===== src/rtl/histogram_frame_controller_pkg.sv =====
// Shared definitions for the histogram frame controller.
// Holds the sequencer state encoding and the size derivations (bin count,
// table count, count/CDF width, counter widths) used by the controller.
// No ports.
package hist_ctrl_pkg;

  typedef enum logic [2:0] {
    ST_IDLE,
    ST_CLEAR,
    ST_WAIT_TABLE,
    ST_RUN_TABLE,
    ST_READOUT,
    ST_DONE
  } state_t;

  function automatic int num_bins(input int pixel_width);
    return 2 ** pixel_width;
  endfunction

  function automatic int num_tables(input int width, input int height, input int table_size);
    return (width * height) / table_size;
  endfunction

  // Wide enough to hold a count equal to every pixel of the frame.
  function automatic int hist_dw(input int width, input int height);
    return $clog2(width * height + 1);
  endfunction

  // Counter width that never collapses to zero bits for degenerate sizes.
  function automatic int cnt_width(input int n);
    return (n > 1) ? $clog2(n) : 1;
  endfunction

endpackage


===== src/rtl/histogram_frame_controller_if.sv =====
// Bus bundle around the histogram frame controller.
// Groups the frame/table handshakes, the histogram generator RAM channel,
// the histogram RAM port and the bin record stream.
//   slave  : controller view (drives busy, table_*, gen_start/is_first,
//            gen_rdata, ram_*, hist_valid/bin/count/cdf, frame_done)
//   master : environment view (drives frame_start, table_valid, gen_addr,
//            gen_we, gen_wdata, ram_rdata, hist_ready)
interface histogram_frame_controller_if #(
  parameter int HIST_AW = 8,
  parameter int HIST_DW = 17
);
  logic               frame_start;
  logic               busy;
  logic               table_valid;
  logic               table_ready;
  logic               table_done;
  logic               gen_start;
  logic               gen_is_first;
  logic [HIST_AW-1:0] gen_addr;
  logic               gen_we;
  logic [HIST_DW-1:0] gen_wdata;
  logic [HIST_DW-1:0] gen_rdata;
  logic [HIST_AW-1:0] ram_addr;
  logic               ram_we;
  logic [HIST_DW-1:0] ram_wdata;
  logic [HIST_DW-1:0] ram_rdata;
  logic               hist_valid;
  logic               hist_ready;
  logic [HIST_AW-1:0] hist_bin;
  logic [HIST_DW-1:0] hist_count;
  logic [HIST_DW-1:0] hist_cdf;
  logic               frame_done;

  modport slave (
    input  frame_start, table_valid, gen_addr, gen_we, gen_wdata, ram_rdata, hist_ready,
    output busy, table_ready, table_done, gen_start, gen_is_first, gen_rdata,
           ram_addr, ram_we, ram_wdata, hist_valid, hist_bin, hist_count, hist_cdf, frame_done
  );

  modport master (
    output frame_start, table_valid, gen_addr, gen_we, gen_wdata, ram_rdata, hist_ready,
    input  busy, table_ready, table_done, gen_start, gen_is_first, gen_rdata,
           ram_addr, ram_we, ram_wdata, hist_valid, hist_bin, hist_count, hist_cdf, frame_done
  );
endinterface


===== src/rtl/histogram_ram_port_mux.sv =====
// Selects who drives the single histogram RAM port for the current state.
// Ports:
//   state_i      sequencer state
//   cnt_i        shared clear/readout bin counter
//   gen_addr_i   generator address   gen_we_i  generator write enable
//   gen_wdata_i  generator write data
//   ram_addr_o / ram_we_o / ram_wdata_o  histogram RAM port
module histogram_ram_port_mux
  import hist_ctrl_pkg::*;
#(
  parameter int HIST_AW = 8,
  parameter int HIST_DW = 17
) (
  input  state_t             state_i,
  input  logic [HIST_AW-1:0] cnt_i,
  input  logic [HIST_AW-1:0] gen_addr_i,
  input  logic               gen_we_i,
  input  logic [HIST_DW-1:0] gen_wdata_i,
  output logic [HIST_AW-1:0] ram_addr_o,
  output logic               ram_we_o,
  output logic [HIST_DW-1:0] ram_wdata_o
);

  always_comb begin
    ram_addr_o  = '0;
    ram_we_o    = 1'b0;
    ram_wdata_o = '0;
    case (state_i)
      ST_CLEAR: begin
        ram_addr_o = cnt_i;
        ram_we_o   = 1'b1;
      end
      ST_RUN_TABLE: begin
        ram_addr_o  = gen_addr_i;
        ram_we_o    = gen_we_i;
        ram_wdata_o = gen_wdata_i;
      end
      ST_READOUT: ram_addr_o = cnt_i;
      default: ;
    endcase
  end

endmodule


===== src/rtl/histogram_frame_controller.sv =====
// Frame-level sequencer and sole owner of the histogram RAM.
// Per frame: clear every bin, hand each IDCT table to the histogram
// generator (which owns the RAM port while it runs), then stream each bin's
// count and running CDF downstream.
// Ports:
//   clk  rising-edge clock        rst  synchronous active-high reset
//   hif  controller side of the frame/table/generator/RAM/record bundle
//
// state       | meaning
// ST_IDLE     | waiting for frame_start
// ST_CLEAR    | writing 0 to every bin, one per cycle
// ST_WAIT_TABLE | waiting for a table from the IDCT
// ST_RUN_TABLE  | generator owns the RAM for 2*TABLE_SIZE cycles
// ST_READOUT  | streaming bin count + CDF records
// ST_DONE     | one-cycle frame_done, counters cleared
module histogram_frame_controller
  import hist_ctrl_pkg::*;
#(
  parameter int IMAGE_WIDTH  = 320,
  parameter int IMAGE_HEIGHT = 240,
  parameter int PIXEL_WIDTH  = 8,
  parameter int TABLE_SIZE   = 64,
  parameter int HIST_AW      = PIXEL_WIDTH,
  parameter int HIST_DW      = hist_dw(IMAGE_WIDTH, IMAGE_HEIGHT)
) (
  input logic clk,
  input logic rst,
  histogram_frame_controller_if.slave hif
);

  localparam int NUM_BINS   = num_bins(PIXEL_WIDTH);
  localparam int NUM_TABLES = num_tables(IMAGE_WIDTH, IMAGE_HEIGHT, TABLE_SIZE);
  localparam int RUN_LEN    = 2 * TABLE_SIZE;
  localparam int RUN_W      = cnt_width(RUN_LEN);
  localparam int TBL_W      = cnt_width(NUM_TABLES);

  localparam logic [HIST_AW-1:0] LAST_BIN = HIST_AW'(NUM_BINS - 1);
  localparam logic [RUN_W-1:0]   LAST_RUN = RUN_W'(RUN_LEN - 1);
  localparam logic [TBL_W-1:0]   LAST_TBL = TBL_W'(NUM_TABLES - 1);

  state_t             state_q, state_d;
  logic [HIST_AW-1:0] cnt_q, cnt_d;
  logic [RUN_W-1:0]   run_cnt_q, run_cnt_d;
  logic [TBL_W-1:0]   tbl_cnt_q, tbl_cnt_d;
  logic [HIST_DW-1:0] cdf_acc_q, cdf_acc_d;
  logic [HIST_DW-1:0] cdf_sum;

  assign cdf_sum          = cdf_acc_q + hif.ram_rdata;
  assign hif.gen_is_first = 1'b0;
  assign hif.gen_rdata    = hif.ram_rdata;

  always_ff @(posedge clk) begin
    if (rst) begin
      state_q   <= ST_IDLE;
      cnt_q     <= '0;
      run_cnt_q <= '0;
      tbl_cnt_q <= '0;
      cdf_acc_q <= '0;
    end else begin
      state_q   <= state_d;
      cnt_q     <= cnt_d;
      run_cnt_q <= run_cnt_d;
      tbl_cnt_q <= tbl_cnt_d;
      cdf_acc_q <= cdf_acc_d;
    end
  end

  always_comb begin
    state_d         = state_q;
    cnt_d           = cnt_q;
    run_cnt_d       = run_cnt_q;
    tbl_cnt_d       = tbl_cnt_q;
    cdf_acc_d       = cdf_acc_q;
    hif.busy        = (state_q != ST_IDLE);
    hif.table_ready = 1'b0;
    hif.gen_start   = 1'b0;
    hif.table_done  = 1'b0;
    hif.hist_valid  = 1'b0;
    hif.hist_bin    = '0;
    hif.hist_count  = '0;
    hif.hist_cdf    = '0;
    hif.frame_done  = 1'b0;
    case (state_q)
      ST_IDLE: begin
        if (hif.frame_start) state_d = ST_CLEAR;
      end
      ST_CLEAR: begin
        // Counter wraps back to 0 on the last bin, ready for readout later.
        cnt_d = cnt_q + HIST_AW'(1);
        if (cnt_q == LAST_BIN) state_d = ST_WAIT_TABLE;
      end
      ST_WAIT_TABLE: begin
        if (hif.table_valid) begin
          hif.table_ready = 1'b1;
          hif.gen_start   = 1'b1;
          run_cnt_d       = '0;
          state_d         = ST_RUN_TABLE;
        end
      end
      ST_RUN_TABLE: begin
        run_cnt_d = run_cnt_q + RUN_W'(1);
        if (run_cnt_q == LAST_RUN) begin
          hif.table_done = 1'b1;
          tbl_cnt_d      = tbl_cnt_q + TBL_W'(1);
          state_d        = (tbl_cnt_q == LAST_TBL) ? ST_READOUT : ST_WAIT_TABLE;
        end
      end
      ST_READOUT: begin
        hif.hist_valid = 1'b1;
        hif.hist_bin   = cnt_q;
        hif.hist_count = hif.ram_rdata;
        hif.hist_cdf   = cdf_sum;
        if (hif.hist_ready) begin
          cdf_acc_d = cdf_sum;
          cnt_d     = cnt_q + HIST_AW'(1);
          if (cnt_q == LAST_BIN) state_d = ST_DONE;
        end
      end
      ST_DONE: begin
        hif.frame_done = 1'b1;
        cdf_acc_d      = '0;
        cnt_d          = '0;
        tbl_cnt_d      = '0;
        state_d        = ST_IDLE;
      end
      default: state_d = ST_IDLE;
    endcase
  end

  histogram_ram_port_mux #(
    .HIST_AW(HIST_AW),
    .HIST_DW(HIST_DW)
  ) u_port_mux (
    .state_i    (state_q),
    .cnt_i      (cnt_q),
    .gen_addr_i (hif.gen_addr),
    .gen_we_i   (hif.gen_we),
    .gen_wdata_i(hif.gen_wdata),
    .ram_addr_o (hif.ram_addr),
    .ram_we_o   (hif.ram_we),
    .ram_wdata_o(hif.ram_wdata)
  );

endmodule


===== src/flat_wrapper.sv =====
// flat-port wrapper written by rule: the top's interface ports become plain ports
module histogram_frame_controller_flat import hist_ctrl_pkg::*;
#(
  parameter int IMAGE_WIDTH  = 320,
  parameter int IMAGE_HEIGHT = 240,
  parameter int PIXEL_WIDTH  = 8,
  parameter int TABLE_SIZE   = 64,
  parameter int HIST_AW      = PIXEL_WIDTH,
  parameter int HIST_DW      = hist_dw(IMAGE_WIDTH, IMAGE_HEIGHT)
)
  (clk, rst, hif_frame_start, hif_table_valid, hif_gen_addr, hif_gen_we, hif_gen_wdata, hif_ram_rdata, hif_hist_ready, hif_busy, hif_table_ready, hif_table_done, hif_gen_start, hif_gen_is_first, hif_gen_rdata, hif_ram_addr, hif_ram_we, hif_ram_wdata, hif_hist_valid, hif_hist_bin, hif_hist_count, hif_hist_cdf, hif_frame_done);
  histogram_frame_controller_if #(.HIST_AW(HIST_AW), .HIST_DW(HIST_DW)) hif_i ();
  input logic clk;
  input logic rst;
  input wire logic [$bits(hif_i.frame_start)-1:0] hif_frame_start;
  input wire logic [$bits(hif_i.table_valid)-1:0] hif_table_valid;
  input wire logic [$bits(hif_i.gen_addr)-1:0] hif_gen_addr;
  input wire logic [$bits(hif_i.gen_we)-1:0] hif_gen_we;
  input wire logic [$bits(hif_i.gen_wdata)-1:0] hif_gen_wdata;
  input wire logic [$bits(hif_i.ram_rdata)-1:0] hif_ram_rdata;
  input wire logic [$bits(hif_i.hist_ready)-1:0] hif_hist_ready;
  output wire logic [$bits(hif_i.busy)-1:0] hif_busy;
  output wire logic [$bits(hif_i.table_ready)-1:0] hif_table_ready;
  output wire logic [$bits(hif_i.table_done)-1:0] hif_table_done;
  output wire logic [$bits(hif_i.gen_start)-1:0] hif_gen_start;
  output wire logic [$bits(hif_i.gen_is_first)-1:0] hif_gen_is_first;
  output wire logic [$bits(hif_i.gen_rdata)-1:0] hif_gen_rdata;
  output wire logic [$bits(hif_i.ram_addr)-1:0] hif_ram_addr;
  output wire logic [$bits(hif_i.ram_we)-1:0] hif_ram_we;
  output wire logic [$bits(hif_i.ram_wdata)-1:0] hif_ram_wdata;
  output wire logic [$bits(hif_i.hist_valid)-1:0] hif_hist_valid;
  output wire logic [$bits(hif_i.hist_bin)-1:0] hif_hist_bin;
  output wire logic [$bits(hif_i.hist_count)-1:0] hif_hist_count;
  output wire logic [$bits(hif_i.hist_cdf)-1:0] hif_hist_cdf;
  output wire logic [$bits(hif_i.frame_done)-1:0] hif_frame_done;
  assign hif_i.frame_start = hif_frame_start;
  assign hif_i.table_valid = hif_table_valid;
  assign hif_i.gen_addr = hif_gen_addr;
  assign hif_i.gen_we = hif_gen_we;
  assign hif_i.gen_wdata = hif_gen_wdata;
  assign hif_i.ram_rdata = hif_ram_rdata;
  assign hif_i.hist_ready = hif_hist_ready;
  assign hif_busy = hif_i.busy;
  assign hif_table_ready = hif_i.table_ready;
  assign hif_table_done = hif_i.table_done;
  assign hif_gen_start = hif_i.gen_start;
  assign hif_gen_is_first = hif_i.gen_is_first;
  assign hif_gen_rdata = hif_i.gen_rdata;
  assign hif_ram_addr = hif_i.ram_addr;
  assign hif_ram_we = hif_i.ram_we;
  assign hif_ram_wdata = hif_i.ram_wdata;
  assign hif_hist_valid = hif_i.hist_valid;
  assign hif_hist_bin = hif_i.hist_bin;
  assign hif_hist_count = hif_i.hist_count;
  assign hif_hist_cdf = hif_i.hist_cdf;
  assign hif_frame_done = hif_i.frame_done;
  histogram_frame_controller #(.IMAGE_WIDTH(IMAGE_WIDTH), .IMAGE_HEIGHT(IMAGE_HEIGHT), .PIXEL_WIDTH(PIXEL_WIDTH), .TABLE_SIZE(TABLE_SIZE), .HIST_AW(HIST_AW), .HIST_DW(HIST_DW)) u_core (.clk(clk), .rst(rst), .hif(hif_i));
endmodule

===== config.mk =====
export PLATFORM = sky130hd
export DESIGN_NAME = histogram_frame_controller_flat
export DESIGN_NICKNAME = d
export VERILOG_FILES = /design/src/rtl/histogram_frame_controller_pkg.sv /design/src/rtl/histogram_frame_controller_if.sv /design/src/rtl/histogram_ram_port_mux.sv /design/src/rtl/histogram_frame_controller.sv /design/src/flat_wrapper.sv
export SDC_FILE = /design/constraint.sdc
export NUM_CORES = 1
export LEC_CHECK = 0
export ABC_CLOCK_PERIOD_IN_PS = 2900
export BUFFER_PORTS_ARGS = -buffer_cell sky130_fd_sc_hd__buf_4
export CAP_MARGIN = 15
export CORE_MARGIN = 2
export CORE_UTILIZATION = 53
export DETAILED_ROUTE_END_ITERATION = 10
export PLACE_DENSITY = 0.9
export SLEW_MARGIN = 5
export SYNTH_ARGS = -nofsm -noshare
export SYNTH_HDL_FRONTEND = slang
export SYNTH_SLANG_ARGS = --single-unit

===== constraint.sdc =====
create_clock -name clk -period 2.9 [get_ports clk]
set_input_delay 0.145 -clock clk [delete_from_list [all_inputs] [get_ports clk]]
set_output_delay 0.145 -clock clk [all_outputs]
set_load 0.03 [all_outputs]

==> results of run 1 <==
==> worst reg2reg max path: stages, from the launching register on <==
cell and delay, ns:
dfxtp_1 0.55, nand2_2 0.33, inv_2 0.47, nand2_1 0.34, nor2_1 0.26, nand2_1 0.08, mux2i_1 0.15, a21o_1 0.09
==> layout by cell type, fill, tap and decap left out, types with 4 or more instances in the layout <==
cell type / netlist / routed
nand2b_1: 6 / 6
mux2i_1: 12 / 12
and3_1: 4 / 4
or3_1: 4 / 4
inv_1: 11 / 11
nand2_1: 37 / 37
o21ai_0: 12 / 12
xor2_1: 18 / 18
o21bai_1: 9 / 9
nand4_1: 7 / 7
a21oi_1: 36 / 35
nand3_1: 16 / 16
ha_1: 19 / 19
dfxtp_1: 46 / 46
nor2_1: 59 / 59
clkbuf_8: 1 / 5
and2_1: 44 / 44
a21o_1: 4 / 4
xnor2_1: 11 / 11
buf_4: 20 / 142
o21ai_1: 13 / 13
a31oi_1: 6 / 6
==> final cells by class <==
cell class,count,area [um^2]
clock inverter,3,25.0
multi-input combinational,359,2260
fill,492,1860
tap,77,96.3
inverter,13,48.8
timing repair buffer,142,1070
clock buffer,5,68.8
sequential,46,921
==> sequential cells by signal (all words and copies together), names as in the netlist <==
register / cells
u_core.state_q: 3
u_core.tbl_cnt_q: 11
u_core.run_cnt_q: 7
u_core.cdf_acc_q: 17
u_core.cnt_q: 8
==> power breakdown <==
group          internal (mW)  switching (mW)
Combinational         0.0947           0.124
Clock                  0.174           0.246
Sequential             0.636         0.00493
Total                  0.905           0.375
==> through the flow <==
| stage | instance area (um^2) | setup slack (ns) |
|---|---|---|
| 2_1_floorplan | 3470 | 0.529 |
| 3_3_place_gp | 4390 | 0.638 |
| 3_5_place_dp | 4390 | 0.535 |
| 4_1_cts | 4480 | 0.182 |
| 5_1_grt | 4490 | 0.0805 |
| 6_report | 4490 | 0.217 |
==> cell families after synthesis <==
group / count (synthesis) / share of synthesized area, %
mux: 13 / 3.79
buf+inv: 51 / 8.44
xor+xnor: 29 / 7.32
fa+ha+maj: 20 / 7.43
flops: 46 / 26.5
other cells: 1 / 0.108
compound gates: 100 / 17.5
simple gates: 196 / 28.9
==> final timing paths <==
| kind | start | to | slack (ns) | cells past startpoint |
|---|---|---|---|---|
| worst max-delay path | u_core.cdf_acc_q[0] | hif_hist_cdf[16] | 0.22 | 10 |
| worst min-delay path | rst | u_core.run_cnt_q[2] | 0.15 | 2 |
| worst max register to register | u_core.state_q[2] | u_core.cdf_acc_q[16] | 0.59 | 7 |
| worst min register to register | u_core.cdf_acc_q[8] | u_core.cdf_acc_q[8] | 0.46 | 2 |
==> per-layer routing <==
metal | wire length, um | vias to the layer above | GRT usage (%) | part of all wire [%]
met2 | 4570 | 164 | 43.7 | 50
met1 | 3720 | 1674 | 28.7 | 41
li1 | - | 1768 | - | -
met3 | 716 | 19 | 5.25 | 7.8
met4 | 176 | 0 | 7.65 | 1.9
met5 | 0 | - | 0 | 0
==> results.cfg, run 1 <==
[outcome]
status = finished clean

[setup_path]
crit_chain = ha_1 > inv_1 > fa_1 > nand2b_1 > a21oi_2 > o21ai_1 > o21ai_1 > xor2_1 > nor2_1 > buf_4
max_stage_delay_ns = 0.39
crit_type = reg2out
crit_slowest_cell = fa_1
setup.worst_path.end_class = primary output
crit_path_start_kind = flop
cp.buffers_inverters = 2
required_ns = 2.76
timing.critical_path.mode_cell = o21ai_1
critPathMaxFanout = 3
crit_arrival_ns = 2.54
cpLargestDelayFamily = compound AO/OA/AOI/OAI gates

[cts]
cts_max_level = 2
clockBufferDepth = 2
post_cts_buffers = 0
worstSkewPairLatency_ns = 0.31
ctsResizeCount = 0
cts_tree = built
clk_pin_slew_ns = 0.10
clock_sinks = 46
ctsHoldBuffers = 0
root_buffer = clkbuf_8
numCtsBuffers = 5

[logic_synthesis]
avgSynthCellArea_um2 = 7.61
synthTopCellsByArea = dfxtp_1 27%, and2_1 7.9%, ha_1 6.9%, nor2_1 6.4%, a21oi_1 5.2%
syn_area_um2 = 3470
synthArstFlopShare_pct = 0
synth_ff_type = dfxtp_1
synth.distinct_cells = 57
yosys.area.top_type = dfxtp_1
synth_most_common_cell = nor2_1
synth_warnings = 0
synth_edf_count = 0
syn_nets = 524
syn_inst = 456
synth_common_cells = 59 x nor2_1, 46 x dfxtp_1, 44 x and2_1, 37 x nand2_1, 36 x a21oi_1
ys_ff_latch = 46
synth-seq-area-share_pct = 26.5
synth_top_area_share_pct = 26.5

[floorplanning]
coreArea_um2 = 6350
rows = 29
ios = 140
initial_core_util_pct = 54.6
die_x_um = 84.9
fp.dieArea_um2 = 7210
die_h_um = 84.9

[placement]
post-place-cells = 637
place.gp.congestion = 0.934
hpwl_mm = 7.07
io_buffers = 138

[cells_and_area]
final_cells = 645
antenna_cells = 0
final_core_util_pct = 70.6
nNetsFinal = 635
drive_above_1_share_pct = 28.9
areaGrowthSynthToFinish_pct = 29.3

[sta]
slew_headroom_pct = 62.5
hold-worst-slack_ns = 0.145
period_share_pct = 92.5
worst_slew_pin_slew_ns = 0.562
layout_min_cycle_time_ns = 2.68
finalSetupTns_ns = 0
fmax_mhz = 373
maxSlewViolCount = 0
rsz0062_at_grt = false
clock_skew_ns = 0.0114
finalHoldViolations = 0
finalSetupViolations = 0

[grt]
track_usage_pct = 24.2
grt_pass1_vias = 3381
grt_pass1_wl_mm = 14.6
grt_max_degree = 33
overflow = 0
antenna_found_initial = 0

[pwr]
power_mw = 1.28
cellPowerDensity_nw_per_um2 = 285
vdd_ir_drop_max_mv = 0.256
leakagePower_nw = 2.09

[min_path]
hp-class = in2reg

[route]
first_pass_iters = 5
viasPerCell = 5.62
wl_per_cell_um = 14.2
drc = 0
wirelength_mm = 9.18
ant_nets = 0
vias = 3625
drtIter0Drc = 137

[job]
cap_violations = 0
Note: power is estimated with default switching activity, not from simulation.
==> inputs of run 2 (changes only) <==
--- a/config.mk
+++ b/config.mk
@@ -9,9 +9,9 @@
 export BUFFER_PORTS_ARGS = -buffer_cell sky130_fd_sc_hd__buf_4
 export CAP_MARGIN = 15
 export CORE_MARGIN = 2
-export CORE_UTILIZATION = 53
+export CORE_UTILIZATION = 35
 export DETAILED_ROUTE_END_ITERATION = 10
-export PLACE_DENSITY = 0.9
+export PLACE_DENSITY = 0.64
 export SLEW_MARGIN = 5
 export SYNTH_ARGS = -nofsm -noshare
 export SYNTH_HDL_FRONTEND = slang
==> results.cfg, run 2 (synthesis results as in run 1) <==
[cts]
clk_pin_slew_ns = 0.11
ctsHoldBuffers = 0
ctsResizeCount = 0
post_cts_buffers = 0
clock_sinks = 46
clockBufferDepth = 2
numCtsBuffers = 5
cts_max_level = 2
root_buffer = clkbuf_8
cts_tree = built
worstSkewPairLatency_ns = 0.32

[setup_path]
crit_arrival_ns = 2.53
reg2reg_slack_ns = 0.51
crit_type = reg2out
setup.worst_path.end_class = primary output
critPathMaxFanout = 5
r2r-start = u_core.state_q[2]
r2r_end = u_core.cdf_acc_q[16]
crit_path_start_kind = flop
required_ns = 2.76
reg2reg_depth = 7

[cells_and_area]
stdcell_area_um2 = 4540
largest_registers = u_core.cdf_acc_q: 17 flops, u_core.tbl_cnt_q: 11 flops, u_core.cnt_q: 8 flops
top_register = u_core.cdf_acc_q
antenna_cells = 0
largest_reg_flops = 17
nNetsFinal = 633
final_cells = 699
final_cell_mix = 140 x buf_4, 59 x nor2_1, 46 x dfxtp_1, 44 x and2_1, 37 x nand2_1
areaGrowthSynthToFinish_pct = 30.7
fillers = 971
final_common_cell = buf_4
drive_above_1_share_pct = 28.4
final_core_util_pct = 46.8

[min_path]
hp-class = in2reg
hp-start = rst
hold_path_end = u_core.run_cnt_q[4]
hold-path-cell-count = 2

[placement]
post-place-cells = 691
io_buffers = 138
placed_area_um2 = 4440
hpwl_mm = 7.01
place.gp.congestion = 0.837

[route]
ant_nets = 0
drc = 0
wl_per_cell_um = 13.1
wirelength_mm = 9.15
viasPerCell = 4.97
vias = 3471
drtIter0Drc = 159
first_pass_iters = 4

[grt]
busiest_layer = met2
track_usage_pct = 16.7
grt_pass1_vias = 3347
antenna_found_initial = 0
grt.met1_usage_pct = 19.7
met2_usage_pct = 31.0
grt_max_degree = 33
use_met3_pct = 3.27
overflow = 0
grt_pass1_wl_mm = 15.3

[pwr]
clock_power_share_pct = 33.3
share_seq_of_total_power_pct = 50.2
p_comb_share_pct = 16.5
swShare_pct = 29.8
p_sw_uw = 382
leakagePower_nw = 2.08
cellPowerDensity_nw_per_um2 = 283
power_mw = 1.28
vdd_ir_drop_max_mv = 0.173
intPower_uw = 901

[sta]
finalHoldViolations = 0
finalSetupViolations = 0
clock_skew_ns = 0.0204
period_share_pct = 92.2
slew_headroom_pct = 60.1
worst_slew_pin_slew_ns = 0.598
maxSlewViolCount = 0
layout_min_cycle_time_ns = 2.67
finalSetupTns_ns = 0
rsz0062_at_grt = false
fmax_mhz = 374

[floorplanning]
coreArea_um2 = 9680
initial_core_util_pct = 35.8
ios = 140
fp.dieArea_um2 = 10700
die_x_um = 104
rows = 36
die_h_um = 104

[job]
cap_violations = 0

[outcome]
status = finished clean
[run 2: cell count changes in the layout (fill, tap and decap cells not counted), sizes merged]
| cell | delta |
|---|---|
| buf | -2 |
| clkinv | -1 |
| clkinvlp | +1 |
[run 2: how the worst max path moves through the flow]
stage / end / depth (start not counted) / slack (ns) / startpoint
floorplan: hif_hist_cdf[13] / 7 / 0.53 / u_core.cdf_acc_q[4]
global placement: u_core.cdf_acc_q[16] / 7 / 0.63 / u_core.state_q[0]
detailed placement: u_core.cdf_acc_q[16] / 7 / 0.54 / u_core.state_q[2]
CTS: hif_hist_cdf[16] / 10 / 0.24 / u_core.cdf_acc_q[0]
global route: hif_hist_cdf[16] / 10 / 0.02 / u_core.cdf_acc_q[0]
finish: hif_hist_cdf[13] / 8 / 0.23 / u_core.cdf_acc_q[4]
[run 2: area by class of cell]
cell class | instances | area, um^2 | share of cell area [%]
clock inverter | 3 | 23.8 | 0.524
inverter | 13 | 48.8 | 1.08
timing repair buffer | 140 | 1050 | 23.2
sequential | 46 | 921 | 20.3
multi-input combinational | 359 | 2260 | 49.7
clock buffer | 5 | 68.8 | 1.52
tap | 133 | 166 | 3.67
[run 2: metal layers]
metal	vias to the layer above	wire, um	part of all wire (%)
met5	-	0	0
met4	0	66	0.72
met3	5	475	5.2
met2	98	4650	51
met1	1594	3950	43
li1	1774	-	-
[run 2: stage by stage]
| stage | setup slack, ns | hold WS (ns) |
|---|---|---|
| after floorplan | 0.529 | 0.305 |
| after global placement | 0.630 | 0.444 |
| after detailed placement | 0.542 | 0.450 |
| after CTS | 0.235 | 0.142 |
| after global routing | 0.0188 | 0.147 |
| final | 0.226 | 0.149 |
[run 2: worst max-delay path, cell delays in order, from the launching register on]
cell	delay, ns
dfxtp_1	0.33
ha_1	0.34
a21oi_1	0.17
o211ai_1	0.18
a31o_2	0.33
a21oi_1	0.29
a211oi_1	0.16
nor3_1	0.21
buf_4	0.20
[run 2: power groups by stage]
stage                     Clock, mW  Sequential (mW)  Combinational, mW
final                         0.427            0.645              0.212
after global routing          0.460            0.646              0.231
after CTS                     0.440            0.645              0.213
after detailed placement          0            0.659              0.212
after global placement            0            0.659              0.208
after floorplan                   0            0.654              0.138
==> inputs of run 3 (changes only) <==
--- a/config.mk
+++ b/config.mk
@@ -8,10 +8,12 @@
 export ABC_CLOCK_PERIOD_IN_PS = 2900
 export BUFFER_PORTS_ARGS = -buffer_cell sky130_fd_sc_hd__buf_4
 export CAP_MARGIN = 15
+export CELL_PAD_IN_SITES_DETAIL_PLACEMENT = 0
+export CELL_PAD_IN_SITES_GLOBAL_PLACEMENT = 1
 export CORE_MARGIN = 2
 export CORE_UTILIZATION = 35
 export DETAILED_ROUTE_END_ITERATION = 10
-export PLACE_DENSITY = 0.64
+export PLACE_DENSITY = 0.85
 export SLEW_MARGIN = 5
 export SYNTH_ARGS = -nofsm -noshare
 export SYNTH_HDL_FRONTEND = slang
==> results.cfg, run 3 (synthesis results as in run 1) <==
[sta]
finalSetupViolations = 0
maxSlewViolCount = 0
finalSetupTns_ns = 0
worst_slew_pin_slew_ns = 0.580
period_share_pct = 91.8
finalHoldViolations = 0
clock_skew_ns = 0.00628
fmax_mhz = 376
slew_headroom_pct = 61.3
rsz0062_at_grt = false
layout_min_cycle_time_ns = 2.66

[setup_path]
crit_arrival_ns = 2.52
critPathMaxFanout = 3
crit_chain = ha_1 > inv_1 > fa_1 > nand2b_1 > a21oi_1 > o21ai_1 > o21ai_1 > xor2_1 > nor2_1 > buf_4
crit_type = reg2out
crit_slowest_cell = fa_1
cp.buffers_inverters = 2
required_ns = 2.76
timing.critical_path.mode_cell = o21ai_1
crit_path_start_kind = flop
max_stage_delay_ns = 0.38
setup.worst_path.end_class = primary output
cpLargestDelayFamily = compound AO/OA/AOI/OAI gates

[pwr]
intPower_uw = 985
p_sw_uw = 375
p_comb_share_pct = 15.6
leakagePower_nw = 2.09
share_seq_of_total_power_pct = 47.4
clock_power_share_pct = 37.0
swShare_pct = 27.6
cellPowerDensity_nw_per_um2 = 298
vdd_ir_drop_max_mv = 0.194

[grt]
grt_pass1_vias = 3313
overflow = 0
antenna_found_initial = 0
track_usage_pct = 16.7
grt_pass1_wl_mm = 15.3
grt_max_degree = 33

[cells_and_area]
fillers = 940
largest_reg_flops = 17
largest_registers = u_core.cdf_acc_q: 17 flops, u_core.tbl_cnt_q: 11 flops, u_core.cnt_q: 8 flops
final_cell_mix = 141 x buf_4, 59 x nor2_1, 46 x dfxtp_1, 44 x and2_1, 37 x nand2_1
drive_above_1_share_pct = 28.6
final_core_util_pct = 47.1
nNetsFinal = 634
areaGrowthSynthToFinish_pct = 31.6
multi_input_area_um2 = 2260
stdcell_area_um2 = 4560
antenna_cells = 0
seqCellArea_um2 = 921
top_register = u_core.cdf_acc_q
final_common_cell = buf_4

[route]
vias = 3448
first_pass_iters = 5
drc = 0
drtIter0Drc = 140
viasPerCell = 4.93
ant_nets = 0
wl_per_cell_um = 13.1
wirelength_mm = 9.16

[cts]
worstSkewPairLatency_ns = 0.31
numCtsBuffers = 5
cts_tree = built
ctsResizeCount = 0
post_cts_buffers = 0
root_buffer = clkbuf_8
ctsHoldBuffers = 0
cts_max_level = 2
clockBufferDepth = 2
clk_pin_slew_ns = 0.10
clock_sinks = 46

[floorplanning]
fp.dieArea_um2 = 10700
rows = 36
die_x_um = 104
coreArea_um2 = 9680
ios = 140
initial_core_util_pct = 35.8
die_h_um = 104

[placement]
placed_area_um2 = 4450
io_buffers = 138
hpwl_mm = 7.08
place.gp.congestion = 0.846

[outcome]
status = finished clean

[min_path]
hp-class = in2reg

[job]
cap_violations = 0
==> run 3: final timing paths <==
| check | start | to | slack, ns | depth (start not counted) |
|---|---|---|---|---|
| setup reg to reg | u_core.state_q[0] | u_core.cdf_acc_q[16] | 0.76 | 7 |
| setup / recovery | u_core.cdf_acc_q[0] | hif_hist_cdf[16] | 0.24 | 10 |
| hold reg to reg | u_core.cdf_acc_q[8] | u_core.cdf_acc_q[8] | 0.46 | 2 |
| hold / removal | rst | u_core.run_cnt_q[4] | 0.16 | 2 |
==> run 3: layer usage <==
metal / part of all wire, % / GRT usage [%]
met1: 45 / 21.2
met2: 47 / 28.6
met3: 6.7 / 3.65
met4: 0.74 / 4.73
met5: 0 / 0
==> run 3: area by class of cell <==
type / count / share of cell area, %
Multi-Input combinational cell: 359 / 49.4
Timing Repair Buffer: 141 / 23.2
Sequential cell: 46 / 20.2
Tap cell: 133 / 3.65
Clock buffer: 5 / 1.51
Inverter: 13 / 1.07
Clock inverter: 3 / 0.987
==> run 3: power groups by stage <==
stage / registers (mW) / clock network, mW / logic (mW)
after floorplan: 0.654 / 0 / 0.138
after global placement: 0.659 / 0 / 0.210
after detailed placement: 0.659 / 0 / 0.213
after CTS: 0.644 / 0.515 / 0.214
after global routing: 0.647 / 0.531 / 0.230
final: 0.645 / 0.503 / 0.212
==> run 3: metrics by stage <==
stage | worst slack [ns] | instances | hold WS (ns) | power, mW
3_3_place_gp | 0.606 | 692 | 0.440 | 0.869
4_1_cts | 0.231 | 700 | 0.155 | 1.37
2_1_floorplan | 0.529 | 456 | 0.305 | 0.793
3_5_place_dp | 0.572 | 692 | 0.448 | 0.872
6_report | 0.238 | 700 | 0.158 | 1.36
5_1_grt | 0.0668 | 700 | 0.174 | 1.41
